## src/rtl/alu_issue_ctrl.sv

```systemverilog
// Registered ALU-select issue stage: decodes {alu_op, funct}, sequences MUL/DIV latency, handshakes both sides.
// Optional build macro ALU_ISSUE_PERF_EN adds perf_issued/perf_stall counters.
module alu_issue_ctrl #(
    parameter int OP_W    = 5,
    parameter int FUNCT_W = 6,
    parameter int SEL_W   = 6,
    parameter int MUL_LAT = 4,
    parameter int DIV_LAT = 16,
    parameter int CNT_W   = 5
) (
    input  logic               clk,
    input  logic               rst,
    input  logic               flush,
    input  logic               in_valid,
    output logic               in_ready,
    input  logic [OP_W-1:0]    alu_op,
    input  logic [FUNCT_W-1:0] funct,
    output logic               out_valid,
    input  logic               out_ready,
    output logic [SEL_W-1:0]   alu_select,
    output logic               busy,
`ifdef ALU_ISSUE_PERF_EN
    output logic [31:0]        perf_issued,
    output logic [31:0]        perf_stall,
`endif
    output logic               illegal
);

    typedef enum logic [1:0] {IDLE, EXEC, VALID} state_e;
    typedef enum logic [1:0] {CLS_SINGLE, CLS_MUL, CLS_DIV} cls_e;

    localparam logic [CNT_W-1:0] MUL_CNT = CNT_W'(MUL_LAT - 1);
    localparam logic [CNT_W-1:0] DIV_CNT = CNT_W'(DIV_LAT - 1);

    // Returns {illegal, select[4:0]}
    function automatic logic [5:0] decode(input logic [OP_W-1:0] op, input logic [FUNCT_W-1:0] fn);
        logic [4:0] s;
        logic       ill;
        s   = 5'h00;
        ill = 1'b0;
        if (op == '0) begin
            case (fn)
                6'h26: s = 5'h00;
                6'h25: s = 5'h01;
                6'h27: s = 5'h02;
                6'h24: s = 5'h03;
                6'h20: s = 5'h04;
                6'h22: s = 5'h05;
                6'h21: s = 5'h06;
                6'h23: s = 5'h07;
                6'h18: s = 5'h08;
                6'h1A: s = 5'h09;
                6'h00: s = 5'h0A;
                6'h04: s = 5'h0B;
                6'h02: s = 5'h0C;
                6'h06: s = 5'h0D;
                6'h03: s = 5'h0E;
                6'h2A: s = 5'h0F;
                6'h0C: s = 5'h10;
                6'h08: s = 5'h11;
                default: ill = 1'b1;
            endcase
        end else begin
            case (op) inside
                5'h01:          s = 5'h04;
                5'h02:          s = 5'h06;
                5'h03:          s = 5'h03;
                5'h04:          s = 5'h00;
                5'h05:          s = 5'h01;
                [5'h06:5'h0A]:  s = 5'(op) + 5'h10;
                [5'h0B:5'h0E]:  s = 5'h04;
                [5'h0F:5'h1B]:  s = 5'(op) + 5'h03;
                [5'h1C:5'h1E]:  s = 5'h16;
                default:        ill = 1'b1;
            endcase
        end
        return {ill, s};
    endfunction

    function automatic cls_e op_class(input logic [OP_W-1:0] op, input logic [FUNCT_W-1:0] fn);
        if ((op == '0 && fn == 6'h18) || op == 5'h15)
            return CLS_MUL;
        if ((op == '0 && fn == 6'h1A) || op == 5'h16 || op == 5'h17)
            return CLS_DIV;
        return CLS_SINGLE;
    endfunction

    state_e           state_q;
    logic             out_valid_q;
    logic             busy_q;
    logic             illegal_q;
    logic [SEL_W-1:0] sel_q;
    logic [CNT_W-1:0] cnt_q;

    logic [5:0]       dec_d;
    logic [SEL_W-1:0] sel_d;
    logic             illegal_d;
    cls_e             cls_d;
    logic             accept;

    always_comb begin
        dec_d     = decode(alu_op, funct);
        sel_d     = SEL_W'(dec_d[4:0]);
        illegal_d = dec_d[5];
        cls_d     = op_class(alu_op, funct);
    end

    assign in_ready   = !rst && !flush && (state_q == IDLE || (state_q == VALID && out_ready));
    assign accept     = in_valid && in_ready;
    assign out_valid  = out_valid_q;
    assign busy       = busy_q;
    assign illegal    = illegal_q;
    assign alu_select = sel_q;

    always_ff @(posedge clk) begin
        if (rst) begin
            state_q     <= IDLE;
            out_valid_q <= 1'b0;
            busy_q      <= 1'b0;
            illegal_q   <= 1'b0;
            sel_q       <= '0;
            cnt_q       <= '0;
        end else if (flush) begin
            state_q     <= IDLE;
            out_valid_q <= 1'b0;
            busy_q      <= 1'b0;
            illegal_q   <= 1'b0;
            cnt_q       <= '0;
        end else if (accept) begin
            sel_q     <= sel_d;
            illegal_q <= illegal_d;
            case (cls_d)
                CLS_MUL: begin
                    state_q     <= EXEC;
                    cnt_q       <= MUL_CNT;
                    busy_q      <= 1'b1;
                    out_valid_q <= 1'b0;
                end
                CLS_DIV: begin
                    state_q     <= EXEC;
                    cnt_q       <= DIV_CNT;
                    busy_q      <= 1'b1;
                    out_valid_q <= 1'b0;
                end
                default: begin
                    state_q     <= VALID;
                    cnt_q       <= '0;
                    busy_q      <= 1'b0;
                    out_valid_q <= 1'b1;
                end
            endcase
        end else begin
            case (state_q)
                EXEC: begin
                    // Counter was loaded with LAT-1, so VALID lands LAT edges after accept
                    if (cnt_q == '0) begin
                        state_q     <= VALID;
                        busy_q      <= 1'b0;
                        out_valid_q <= 1'b1;
                    end else begin
                        cnt_q <= cnt_q - CNT_W'(1);
                    end
                end
                VALID: begin
                    if (out_ready) begin
                        state_q     <= IDLE;
                        out_valid_q <= 1'b0;
                    end
                end
                default: ;
            endcase
        end
    end

`ifdef ALU_ISSUE_PERF_EN
    logic [31:0] perf_issued_q;
    logic [31:0] perf_stall_q;

    // Counters survive flush; only rst clears them
    always_ff @(posedge clk) begin
        if (rst) begin
            perf_issued_q <= '0;
            perf_stall_q  <= '0;
        end else begin
            if (accept)
                perf_issued_q <= perf_issued_q + 32'd1;
            if (in_valid && !in_ready)
                perf_stall_q <= perf_stall_q + 32'd1;
        end
    end

    assign perf_issued = perf_issued_q;
    assign perf_stall  = perf_stall_q;
`else
    // Build without performance counters.
`endif

endmodule

```

## config.mk

```make
export PLATFORM = sky130hd
export DESIGN_NAME = alu_issue_ctrl
export DESIGN_NICKNAME = d
export VERILOG_FILES = /design/src/rtl/alu_issue_ctrl.sv
export SDC_FILE = /design/constraint.sdc
export NUM_CORES = 1
export LEC_CHECK = 0
export BUFFER_PORTS_ARGS = -buffer_cell sky130_fd_sc_hd__clkbuf_2
export CORE_UTILIZATION = 40
export DETAILED_ROUTE_END_ITERATION = 10
export SLEW_MARGIN = 0
export SYNTH_ARGS = -nofsm -noshare
export SYNTH_HDL_FRONTEND = slang
export SYNTH_SLANG_ARGS = --single-unit
```

## constraint.sdc

```tcl
create_clock -name clk -period 3 [get_ports clk]
set_clock_uncertainty 0.1 [all_clocks]
set_input_delay 0.45 -clock clk [delete_from_list [all_inputs] [get_ports clk]]
set_output_delay 0.45 -clock clk [all_outputs]
set_load 0.02 [all_outputs]
```

==> results of run 1 <==
[flip-flops by register name (all words and copies together), names as in the netlist]
| name | flops |
|---|---|
| illegal | 1 |
| cnt_q | 5 |
| alu_select | 5 |
| busy | 1 |
| state_q | 2 |
[power groups by stage]
stage | logic (mW) | registers, mW | clock network [mW]
final | 0.148 | 0.195 | 0.133
after global routing | 0.163 | 0.196 | 0.148
after CTS | 0.146 | 0.195 | 0.140
after detailed placement | 0.145 | 0.199 | 0
after global placement | 0.143 | 0.199 | 0
after floorplan | 0.101 | 0.204 | 0
[through the flow]
stage	cell area [µm²]	total power, mW	worst slack [ns]	std cells	util
floorplan	1419	0.3045	0.9089	197	-
global placement	1540	0.3421	0.6677	255	0.4580
detailed placement	1540	0.3442	0.6156	255	0.4580
CTS	1577	0.4809	0.9126	259	0.4688
global route	1577	0.5069	0.7403	259	0.4688
finish	1577	0.4764	0.8966	259	0.4688
[layout make-up]
class	instances	area (µm²)
Fill cell	367	1787
Multi-Input combinational cell	159	1033
Sequential cell	14	280.3
Timing Repair Buffer	25	127.6
Tap cell	46	57.56
Inverter	11	41.29
Clock buffer	4	36.28
[worst min-delay path by stage]
stage                               end  depth (start not counted)  slack (ns)  startpoint
after floorplan              state_q[0]                          2        0.34  state_q[0]
after global placement       state_q[0]                          2        0.36  state_q[0]
after detailed placement           busy                          2        0.36        busy
after CTS                 alu_select[0]                          2        0.32         rst
after global routing      alu_select[0]                          2        0.34         rst
final                     alu_select[0]                          2        0.33         rst
[synth_stat cells, types with 2 or more instances]
cell	count	area, µm²
sky130_fd_sc_hd__o21ai_0	7	35.03
sky130_fd_sc_hd__nand2b_1	4	25.02
sky130_fd_sc_hd__ha_1	7	87.58
sky130_fd_sc_hd__nor4b_1	2	17.52
sky130_fd_sc_hd__dfxtp_1	14	280.3
sky130_fd_sc_hd__and3_1	2	12.51
sky130_fd_sc_hd__xnor2_1	3	26.28
sky130_fd_sc_hd__o2111ai_1	2	17.52
sky130_fd_sc_hd__nand2_1	10	37.54
sky130_fd_sc_hd__o21bai_1	2	15.01
sky130_fd_sc_hd__nor2_1	22	82.58
sky130_fd_sc_hd__o221a_1	2	22.52
sky130_fd_sc_hd__and2_1	2	12.51
sky130_fd_sc_hd__a31oi_1	4	25.02
sky130_fd_sc_hd__o21ai_1	6	30.03
sky130_fd_sc_hd__o22ai_1	3	18.77
sky130_fd_sc_hd__inv_1	10	37.54
sky130_fd_sc_hd__or4_1	2	15.01
sky130_fd_sc_hd__a21o_1	2	15.01
sky130_fd_sc_hd__buf_2	9	45.04
sky130_fd_sc_hd__nor3_2	2	20.02
sky130_fd_sc_hd__nor2b_1	6	37.54
sky130_fd_sc_hd__a221oi_1	4	35.03
sky130_fd_sc_hd__and4_1	2	17.52
sky130_fd_sc_hd__a311oi_1	2	17.52
sky130_fd_sc_hd__nand3_1	7	35.03
sky130_fd_sc_hd__nor3_1	10	50.05
sky130_fd_sc_hd__nor4_1	2	12.51
sky130_fd_sc_hd__o31ai_1	4	30.03
sky130_fd_sc_hd__clkbuf_1	3	11.26
sky130_fd_sc_hd__nand4_1	2	12.51
sky130_fd_sc_hd__a21oi_1	11	55.05
sky130_fd_sc_hd__o211ai_1	3	22.52
sky130_fd_sc_hd__nor3b_1	3	22.52
sky130_fd_sc_hd__mux2i_1	2	20.02
[cells by family after synthesis]
| kind of cell | Yosys count | share of synthesized area |
|---|---|---|
| compound gates | 61 | 0.2972 |
| xor+xnor | 4 | 0.02470 |
| fa+ha+maj | 7 | 0.06173 |
| buf+inv | 24 | 0.07407 |
| flops | 14 | 0.1975 |
| mux | 3 | 0.02205 |
| other cells | 1 | 0.002643 |
| simple gates | 83 | 0.3201 |
[worst max-delay path, cell delays in order]
cell,delay [ns]
sky130_fd_sc_hd__clkbuf_2,0.17
sky130_fd_sc_hd__inv_1,0.14
sky130_fd_sc_hd__ha_1,0.23
sky130_fd_sc_hd__or4b_4,0.51
sky130_fd_sc_hd__nor3_2,0.25
sky130_fd_sc_hd__a21oi_1,0.12
sky130_fd_sc_hd__nor3_2,0.15
sky130_fd_sc_hd__o221a_1,0.20
[per-layer routing]
metal	wire (µm)	vias to the layer above	global-route usage
met1	1816	735	0.3064
met5	0	-	0
met3	210	4	0.02311
li1	-	767	-
met2	1717	57	0.3379
met4	31	0	0.06349
==> impl_summary.md, run 1 <==
Outcome
The flow ran to the end, and the final reports show no timing, DRC or antenna violations.

Synth
The cell area that synthesis handed to floorplanning was 1419 µm². The synthesized netlist net count is 220. After synthesis the netlist holds a flip-flop and latch count of 14. The count of flip-flops with a built-in enable after synthesis is 0. For this run, the register share of the synthesized area comes to 0.1975.

After synthesis, the netlist uses 54 different library cells. The Yosys warning count is 0. The synthesized instance count is 197. The fraction of registers with async set/reset is 0. Dividing the synthesized area by the synthesized cell count gives approximately 7.2 µm². The dominant synthesized flop cell is sky130_fd_sc_hd__dfxtp_1.

Clocking
The CTS H-tree depth is 1. The clock passes through at most 2 buffers. TritonCTS built the clock tree. CTS placed an instance of sky130_fd_sc_hd__clkbuf_4 at the clock tree root. Clock tree synthesis found a total of 14 sinks. The clock reaches the later pin of the worst-skew pair after approximately 0.27 ns. The register clock-pin slew on the reported worst setup and hold paths is 0.09 ns. Gates resized during post-CTS repair numbered 0. The number of buffers inserted by post-CTS setup repair is 0. The number of buffers created by CTS is 3. Buffers inserted to repair hold after CTS numbered 0.

Power and ir drop
Of the total power, the share spent switching nets is 0.3316. The largest vdd supply drop is 0.1073 mV. In this run the power spent charging and discharging nets is 158.0 µW.

For this design the ratio of total power to cell area is 302.2 nW/µm². Summed over all cells, the static leakage comes to 0.6156 nW. Of the total power, combinational logic draws 0.311. Of the total power, the clock network draws 0.280. Of the total power, registers draw 0.409. The internal cell power is 318.4 µW.

Detailed routing
The DRC violation count after routing is 0. Once detail routing completed, the nets flagged for antenna violations numbered 0. After detailed routing, the number of vias per cell comes to 6.035.

For this block, the initial DRC count from the detailed router was 98. Dividing the detail-routed wire length by the instance count gives about 15 µm. After detailed routing, the total wire length is 3775 µm. The first detailed-routing pass took 4 iterations.

The total vias in the final route is 1563.

Die
26 I/O pins were placed. For this configuration, the core starts out at a cell density of 0.4219. The floorplan step defined a die boundary enclosing 3789 µm². The overall die width is 61.56 µm. Measured along the y axis, the die boundary spans 61.56 µm.

The floorplan has 21 rows. The region available for standard cell placement spans 3363 µm².

Worst setup path
The required time at the worst-slack endpoint is between 3 and 4 ns. The worst setup path is captured at a flop. The worst setup path startpoint is alu_op[1]. The depth of the worst register-to-register path is 6. The data arrival time of the worst path is 2.23 ns. Following the worst setup path forward leads to its endpoint at cnt_q[3]. The startpoint type of the worst setup path is an input port.

The endpoint of the most critical register-to-register path is cnt_q[1]. The reg-to-reg critical path startpoint is cnt_q[0]. In this run the worst path has a maximum fanout of 11. The critical path is of the in -> reg type. For flop-to-flop paths, the worst setup slack is 1.13 ns.

Placed design
The post-DP HPWL is just under 3000 µm. The final weighted congestion in routability-driven placement is 0.9109. Buffers placed on the I/O ports in this run total 24.

GRT
The all-layer global routing usage is 0.2143. The number of antenna violations at the first check in global routing was 0. The number of global-route vias before repair is 1334. The pin count of the biggest net entering global routing is 18. The sum of overflow across all layers after global routing is 0. The wire length of the first global-routing pass is between 6000 and 7000 µm.

Timing
The number of max-slew violations in the final report is 0. The highest clock rate is 475.4 MHz. The post-route setup TNS is 0 ns. Setup repair after global routing left no endpoint under its margin. The slew at the pin closest to its max-slew limit is 0.6020 ns. The final hold violation count is 0. The post-layout minimum cycle time is 2.103 ns. The minimum hold slack is 0.3323 ns. The worst pin sits at a relative slew slack of 0.5952.

Dividing the final minimum period by the clock period gives 0.7011. The number of setup violations in the final report is 0.

Run
The max-capacitance violation count is 0.

Final layout
The antenna diode count is 0. Of the cells placed in the final design, the portion with a size suffix greater than 1 is 0.1643. The area growth from synthesis to layout is 11.11%.

At the end of the flow, the number of nets in the layout was 237. The library cell used most frequently in the layout, excluding fill and tap cells, is sky130_fd_sc_hd__clkbuf_2. In the layout the commonest cells are sky130_fd_sc_hd__clkbuf_2, sky130_fd_sc_hd__nor2_1, sky130_fd_sc_hd__dfxtp_1.

Worst hold path
The path class of the tightest hold or removal check is in -> reg.
No activity file was read; power rests on OpenSTA's default activity.
==> run 2, diff against run 1 <==
ABC_AREA = 1   (was default)
clock period = 1.9 ns   (was 3 ns; I/O delays follow)
==> run 2 against run 1 <==
  * Count of clock-buffer cells in the layout stayed put
  * Cell area is 8.0% higher
  * Sequential power is 59% higher
  * Via count is 2.6% higher
  * Die area is 5.0% higher
  * Power is 78% higher
  * Core utilization is 2.6 points higher
  * Largest cell class unchanged
==> impl_summary.md, run 2 <==
Synth
Sorting the synthesized cells by how often they occur yields sky130_fd_sc_hd__nand2_1, sky130_fd_sc_hd__inv_1, sky130_fd_sc_hd__nor2_1. The post-synthesis area per instance is 5.900 µm² (-18%). The area share of the largest cell type after synthesis was 0.1878 (-0.009769). The synthesized design spends more area on one cell type than any other, namely sky130_fd_sc_hd__dfxtp_1. The number of distinct standard cells referenced by the synthesized netlist is 30 (-44%). The share of synthesized area occupied by flip-flops and latches was 0.1878 (-0.009769). The synthesized netlist net count is 276 (+25%).

In the post-synthesis netlist, the cell with the most instances is sky130_fd_sc_hd__nand2_1. The cell area after synthesis came to 1493 µm² (+5.2%). The synthesized instance count is 253 (+28%). By area the synthesized netlist is led by sky130_fd_sc_hd__dfxtp_1, sky130_fd_sc_hd__nand2_1, sky130_fd_sc_hd__inv_1. The fraction of registers with async set/reset is 0 (unchanged). The most used flip-flop cell after synthesis is sky130_fd_sc_hd__dfxtp_1. The count of flip-flops with a built-in enable after synthesis is 0 (unchanged). The Yosys warning count was 0 (unchanged). The synthesized flop and latch total is 14 (unchanged).

Detailed routing
The number of routed nets with antenna violations was 0 (unchanged). The final wirelength was 3502 µm (-7.2%). The detailed-route vias per instance came to 4.932 (-18%). The average routed wire per standard cell was 10.78 µm (-26%). The total vias in the final route is 1603 (+2.6%). The number of detailed-routing iterations run before antenna repair came to 4 (unchanged). The DRC violation count after routing is 0 (unchanged). The count of routing violations after the opening detailed-route iteration was 100 (+2.0%).

Power and ir drop
The leakage power of the design is 0.8640 nW (+40%). The largest vdd supply drop is 0.3660 mV (+240%). The power density over the cells is 498.2 nW/µm² (+65%). The post-route total power is 848.3 µW (+78%).

Timing
The final hold violation count came to 0 (unchanged). The number of setup violations in the final report is 0 (unchanged). Dividing the final minimum period by the clock period gives 0.8398. The post-route setup TNS was 0 ns (unchanged). The post-layout minimum cycle time is 1.596 ns. The minimum hold slack is 0.2962 ns (-0.03609 ns).

Static timing analysis puts the maximum clock frequency at 626.7 MHz. The number of max-slew violations in the final report is 0 (unchanged). The setup slack of the critical path after layout was 0.3045 ns (-0.5921 ns).

Setup repair after global routing left no endpoint under its margin.

Clocking
The number of buffers inserted by post-CTS setup repair is 0 (unchanged). The number of buffers inserted by hold repair at cts was 0 (unchanged). The post-cts gate resize count is 0 (unchanged).

The register clock-pin slew on the reported worst setup and hold paths was 0.06 ns (-0.03 ns). The TritonCTS clock tree is yes. The number of buffers on the longest clock path is 2 (unchanged). The clock latency at the later pin of the worst-skew pair came to 0.25 ns (-0.02 ns). The buffer type at the clock tree root is sky130_fd_sc_hd__clkbuf_8.

The number of buffers created by CTS was 3 (unchanged). The number of clock sinks was 14 (unchanged). The CTS H-tree depth is 1 (unchanged).

Worst setup path
The reg-to-reg critical path startpoint is cnt_q[0]. The worst setup path startpoint is alu_op[0]. The data arrival time of the worst path is 1.63 ns (-0.60 ns). The kind of critical path is in -> reg. The startpoint type of the worst setup path is an input port.

STA classifies the critical path endpoint as a flop. The biggest fanout along the worst timing path is 6 (-5). The most used cell along the critical path is sky130_fd_sc_hd__nand2_1. The longest individual stage delay on the worst path is 0.26 ns (-0.25 ns). The required time at the worst-slack endpoint came to 1.93 ns (-1.19 ns). The slowest stage of the critical path belongs to the cell sky130_fd_sc_hd__ha_1. The worst path buffer plus inverter count is 3 (+1). Walking the worst path, the cells encountered are clkbuf_2 -> inv_1 -> ha_1 -> o21ai_0 -> nand2_1 -> nand2_1 -> nand2_1 -> inv_1 -> nand2_1 -> nand2_1 -> nand2_1 -> nand2_1 -> a21oi_1. The family with the most delay on the worst path is simple AND/OR/NAND/NOR gates.

Placed design
The instance area after placement is 1648 µm² (+7.0%). The post-place setup slack came to 0.04011 ns (-0.5754 ns). The post-DP HPWL is 2819 µm (-3.3%). The total placed cells including tap cells is 321 (+26%). The final weighted congestion in routability-driven placement is 0.8843 (-2.9%). The number of buffers inserted by port buffering is 24 (unchanged).

GRT
The busiest metal layer after global routing is met2. The pin count of the biggest net entering global routing is 13 (-5). The wire length of the first global-routing pass is 6203 µm (+1.7%). The sum of overflow across all layers after global routing came to 0 (unchanged). The met2 track demand over resource is 0.2823 (-0.05568). The met1 track demand over resource in global routing is 0.2796 (-0.02683). The all-layer global routing usage is 0.1898 (-0.02453). The met3 track utilization from global routing is 0.03442 (+0.01131). The number of antenna violations at the first check in global routing came to 0 (unchanged).

The number of global-route vias before repair is 1449 (+8.6%).

Die
The number of rows created at floorplan is 21 (unchanged). The initial core utilization is 0.4337 (+0.01179). The die footprint is 3980 µm² (+5.0%). The overall die width came to 63.09 µm (+2.5%). The overall die height came to 63.09 µm (+2.5%). The number of top-level pins is 26 (unchanged). The area of the placeable core was 3442 µm² (+2.3%).

Final layout
The net count reported at finish was 303 (+28%). The number of standard cells in the final layout excluding fillers is 325 (+25%). The core occupancy in the finished layout is 0.4947 (+0.02598). The share of final-layout standard cells stronger than drive strength 1 is 0.2115 (+0.04715). The library cells used most frequently in the layout, excluding fill and tap cells, are sky130_fd_sc_hd__nand2_1, sky130_fd_sc_hd__inv_1, sky130_fd_sc_hd__nor2_1.

Leaving out fill and tap cells, the most frequent cell in the layout is sky130_fd_sc_hd__nand2_1. Relative to the synthesized area, the layout overhead comes to 14.08%. The number of filler instances in the final layout was 371 (+1.1%). The antenna diode count is 0 (unchanged). The post-route cell area is 1703 µm² (+8.0%).

Run
The max-capacitance violation count is 0 (unchanged).

Outcome
The run finished with clean final reports.

Worst hold path
The path type of the worst min-delay path is in -> reg. The startpoint identified for the worst hold timing path is flush.
## run 2: changes by cell type after synthesis, moves of 7 or more
cell	previous run	this run
sky130_fd_sc_hd__a21oi_1	11	21
sky130_fd_sc_hd__nand2_1	10	52
sky130_fd_sc_hd__nor2_2	0	9
sky130_fd_sc_hd__nor2_1	22	29
sky130_fd_sc_hd__o21ai_0	7	14
sky130_fd_sc_hd__inv_1	10	34
sky130_fd_sc_hd__nand3_1	7	21
sky130_fd_sc_hd__buf_2	9	0
## run 2: routing by layer
metal | wire [µm] | share of wire
met1 | 1859 | 0.53
met2 | 1457 | 0.42
met3 | 156 | 0.045
met4 | 28 | 0.0080
met5 | 0 | 0
## run 2: path summary, 6_finish.rpt
path,end,slack (ns),depth (start not counted)
worst min-delay path,state_q[1],0.30,4
worst min register to register,busy,0.37,2
worst max-delay path,alu_select[2],0.30,13
worst max register to register,cnt_q[2],0.31,8
## run 2: cell type report
| class | instances | area (µm²) | share of cell area |
|---|---|---|---|
| clock buffer | 4 | 55.05 | 0.03233 |
| inverter | 42 | 158.9 | 0.09331 |
| multi-input combinational | 193 | 1016 | 0.5966 |
| sequential | 14 | 280.3 | 0.1646 |
| tap | 46 | 57.56 | 0.03380 |
| timing repair buffer | 26 | 135.1 | 0.07935 |
## run 2: logic make-up after synthesis
group,synth area share
AND/OR/NAND/NOR,0.4090
AO/OA/AOI/OAI,0.1987
buffers and inverters,0.1316
flip-flops,0.1878
adder cells (fa/ha/maj),0.05867
XOR/XNOR,0.01174
other,0.002512
## run 2: worst reg2reg max path, cell delays in order, from the launching register on
cell,delay [ns]
sky130_fd_sc_hd__dfxtp_1,0.35
sky130_fd_sc_hd__inv_1,0.09
sky130_fd_sc_hd__ha_1,0.20
sky130_fd_sc_hd__nand3_1,0.10
sky130_fd_sc_hd__inv_1,0.06
sky130_fd_sc_hd__o21ai_2,0.27
sky130_fd_sc_hd__inv_2,0.08
sky130_fd_sc_hd__nor2_1,0.16
sky130_fd_sc_hd__a21oi_1,0.08
## run 2: power breakdown
part,switching [mW],internal [mW]
clock,0.108,0.184
sequential,0.00692,0.303
combinational,0.162,0.0849
==> run 3, diff against run 2 <==
clock period = 1.5 ns   (was 1.9 ns; I/O delays follow)
==> run 3 against run 2 <==
  * Critical path depth decreased by 6
  * First-iteration DRC count increased by 39%
  * Global-route usage increased by 1.9 points
  * Routed wire length increased by 17%
  * Setup slack got worse by 0.29 ns
  * Sequential cell count unchanged
  * Critical endpoint is now cnt_q[1]
  * Largest power group is now combinational logic
==> impl_summary.md, run 3 (synthesized netlist as in run 2, its figures left out) <==
Final layout
The sequential cell area in the final layout is 287.8 µm² (+2.7%). The core occupancy in the finished layout is 0.6281 (+0.1334). The number of standard cells in the final layout excluding fillers is 375 (+15%). The area growth from synthesis to layout is 44.84%.

The share of final-layout standard cells stronger than drive strength 1 came to 0.3891 (+0.1776). The library cells used most frequently in the layout, excluding fill and tap cells, are sky130_fd_sc_hd__buf_4, sky130_fd_sc_hd__nand2_1, sky130_fd_sc_hd__inv_1. The net count reported at finish is 353 (+17%). The post-route cell area is 2162 µm² (+27%). The area of combinational cells with multiple inputs is 1079 µm² (+6.2%). The antenna diode count is 0 (unchanged). The most frequent standard cell in the layout excluding fill and tap cells is sky130_fd_sc_hd__buf_4. The number of filler instances in the final layout is 351 (-5.4%).

Placed design
The post-DP HPWL came to 3226 µm (+14%). The instance area after placement is 1997 µm² (+21%). The number of buffers inserted by port buffering is 24 (unchanged). The total placed cells including tap cells is 367 (+14%). The post-place setup slack is -0.1536 ns (-0.1938 ns). The final weighted congestion in routability-driven placement is 0.8709 (-1.5%).

Die
The number of rows created at floorplan is 21 (unchanged). The initial core utilization is 0.4337 (unchanged). The area of the placeable core is 3442 µm² (unchanged).

The overall die width is 63.09 µm (unchanged). The number of top-level pins is 26 (unchanged). The overall die height is 63.09 µm (unchanged). The die footprint is 3980 µm² (unchanged).

Power and ir drop
The largest vdd supply drop is 0.4096 mV (+12%). The leakage power of the design is 1.122 nW (+30%). The power density over the cells was 547.3 nW/µm² (+9.9%).

GRT
The met2 track demand over resource is 0.3293 (+0.04704). The met3 track utilization from global routing came to 0.04348 (+0.009058). The wire length of the first global-routing pass is 6803 µm (+9.7%). The all-layer global routing usage is 0.2086 (+0.01882). The sum of overflow across all layers after global routing is 0 (unchanged). After global routing, the most crowded layer is met2. The met1 track demand over resource in global routing is 0.2918 (+0.01220). The number of antenna violations at the first check in global routing is 0 (unchanged). The number of global-route vias before repair is 1641 (+13%). The pin count of the biggest net entering global routing is 10 (-3).

Detailed routing
The final wirelength is 4089 µm (+17%). The total vias in the final route is 1824 (+14%). The number of detailed-routing iterations run before antenna repair is 4 (unchanged). The average routed wire per standard cell is 10.90 µm (+1.2%).

The detailed-route vias per instance is 4.864 (-1.4%). The count of routing violations after the opening detailed-route iteration is 139 (+39%). The number of routed nets with antenna violations is 0 (unchanged). The DRC violation count after routing is 0 (unchanged).

Clocking
The CTS H-tree depth is 1 (unchanged). The clock latency at the later pin of the worst-skew pair is 0.24 ns (about the same). The buffer type at the clock tree root is sky130_fd_sc_hd__clkbuf_8. The number of buffers on the longest clock path is 2 (unchanged).

The number of buffers created by CTS is 3 (unchanged). The number of clock sinks is 14 (unchanged). TritonCTS built the clock tree.

The register clock-pin slew on the reported worst setup and hold paths was 0.06 ns (about the same).

Worst setup path
The depth of the worst register-to-register path is 7 (-1). The family with the most delay on the worst path is simple AND/OR/NAND/NOR gates. The required time at the worst-slack endpoint is 1.53 ns (-0.40 ns). The worst path buffer plus inverter count is 2 (-1). The kind of critical path is reg -> reg.

STA classifies the critical path endpoint as a flop. The biggest fanout along the worst timing path is 5 (-1). The data arrival time of the worst path came to 1.51 ns (-0.12 ns).

The cell count along the critical path came to 7 (-6). The critical path goes through nor2_1 -> nand3_4 -> inv_2 -> o21ai_4 -> buf_4 -> o21ai_0 -> a21oi_1. The slowest stage cell on the critical path is sky130_fd_sc_hd__dfxtp_1. The longest individual stage delay on the worst path is 0.35 ns (+0.09 ns). The startpoint type of the worst setup path is a flop.

Timing
The post-route setup TNS is 0 ns (unchanged). The post-layout minimum cycle time is 1.484 ns. The setup slack of the critical path after layout is 0.01581 ns (-0.2887 ns).

Timing would allow up to 673.8 MHz. The number of setup violations in the final report is 0 (unchanged). The final hold violation count is 0 (unchanged). Of the available clock period, the critical path in the final layout requires 0.9895. The number of max-slew violations in the final report is 0 (unchanged).

Run
The max-capacitance violation count is 0 (unchanged).

Worst hold path
The cell depth of the worst hold path is 4 (unchanged). The min-delay analysis places its worst path in the category in -> reg.

Outcome
The flow ran to the end, and the final reports show no timing, DRC or antenna violations.
-- run 3: cell types whose count changed in the layout (fill, tap and decap cells not counted), sizes merged --
cell    delta
clkinv     -1
buf       +51
clkbuf     -1
inv        +1
-- run 3: metrics by stage --
| step | hold WS [ns] | power, mW |
|---|---|---|
| 2_1_floorplan | 0.2915 | 0.6263 |
| 6_report | 0.1791 | 1.183 |
| 4_1_cts | 0.1792 | 1.165 |
| 3_3_place_gp | 0.3595 | 0.7895 |
| 5_1_grt | 0.1846 | 1.265 |
| 3_5_place_dp | 0.3676 | 0.7894 |
-- run 3: routing by layer --
layer  part of all wire  wire length, µm  up-vias
li1                   -                -      971
met1               0.51             2066      802
met2               0.45             1832       46
met3              0.039              158        5
met4             0.0076               31        0
met5                  0                0        -
-- run 3: power by group --
| part | leakage, nW | switching, mW | total (mW) | internal [mW] |
|---|---|---|---|---|
| sequential | 0.116 | 0.00867 | 0.392 | 0.383 |
| clock | 0.0288 | 0.137 | 0.370 | 0.232 |
| combinational | 0.977 | 0.234 | 0.422 | 0.188 |
| total | 1.12 | 0.380 | 1.18 | 0.804 |
-- run 3: layout make-up --
class | count | area share
clock buffer | 4 | 0.02546
inverter | 42 | 0.07523
multi-input combinational | 193 | 0.4988
sequential | 14 | 0.1331
tap | 46 | 0.02662
timing repair buffer | 76 | 0.2407
-- run 3: final timing paths --
kind	to	slack (ns)	start
min	cnt_q[2]	0.18	flush
max	cnt_q[1]	0.02	cnt_q[2]
max reg2reg	cnt_q[1]	0.02	cnt_q[2]
min reg2reg	busy	0.38	busy
-- run 3: timing repair --
item,in CTS,in global routing
setup buffers,0,4
pin swaps,2,6
hold buffers,0,0
resized for setup,4,24
setup endpoints to repair,5,12
-- run 3: worst min-delay path, stage by stage --
cell and delay [ns]:
sky130_fd_sc_hd__clkbuf_2 0.10, sky130_fd_sc_hd__nor2_4 0.05, sky130_fd_sc_hd__o21ai_0 0.06, sky130_fd_sc_hd__a21oi_1 0.04
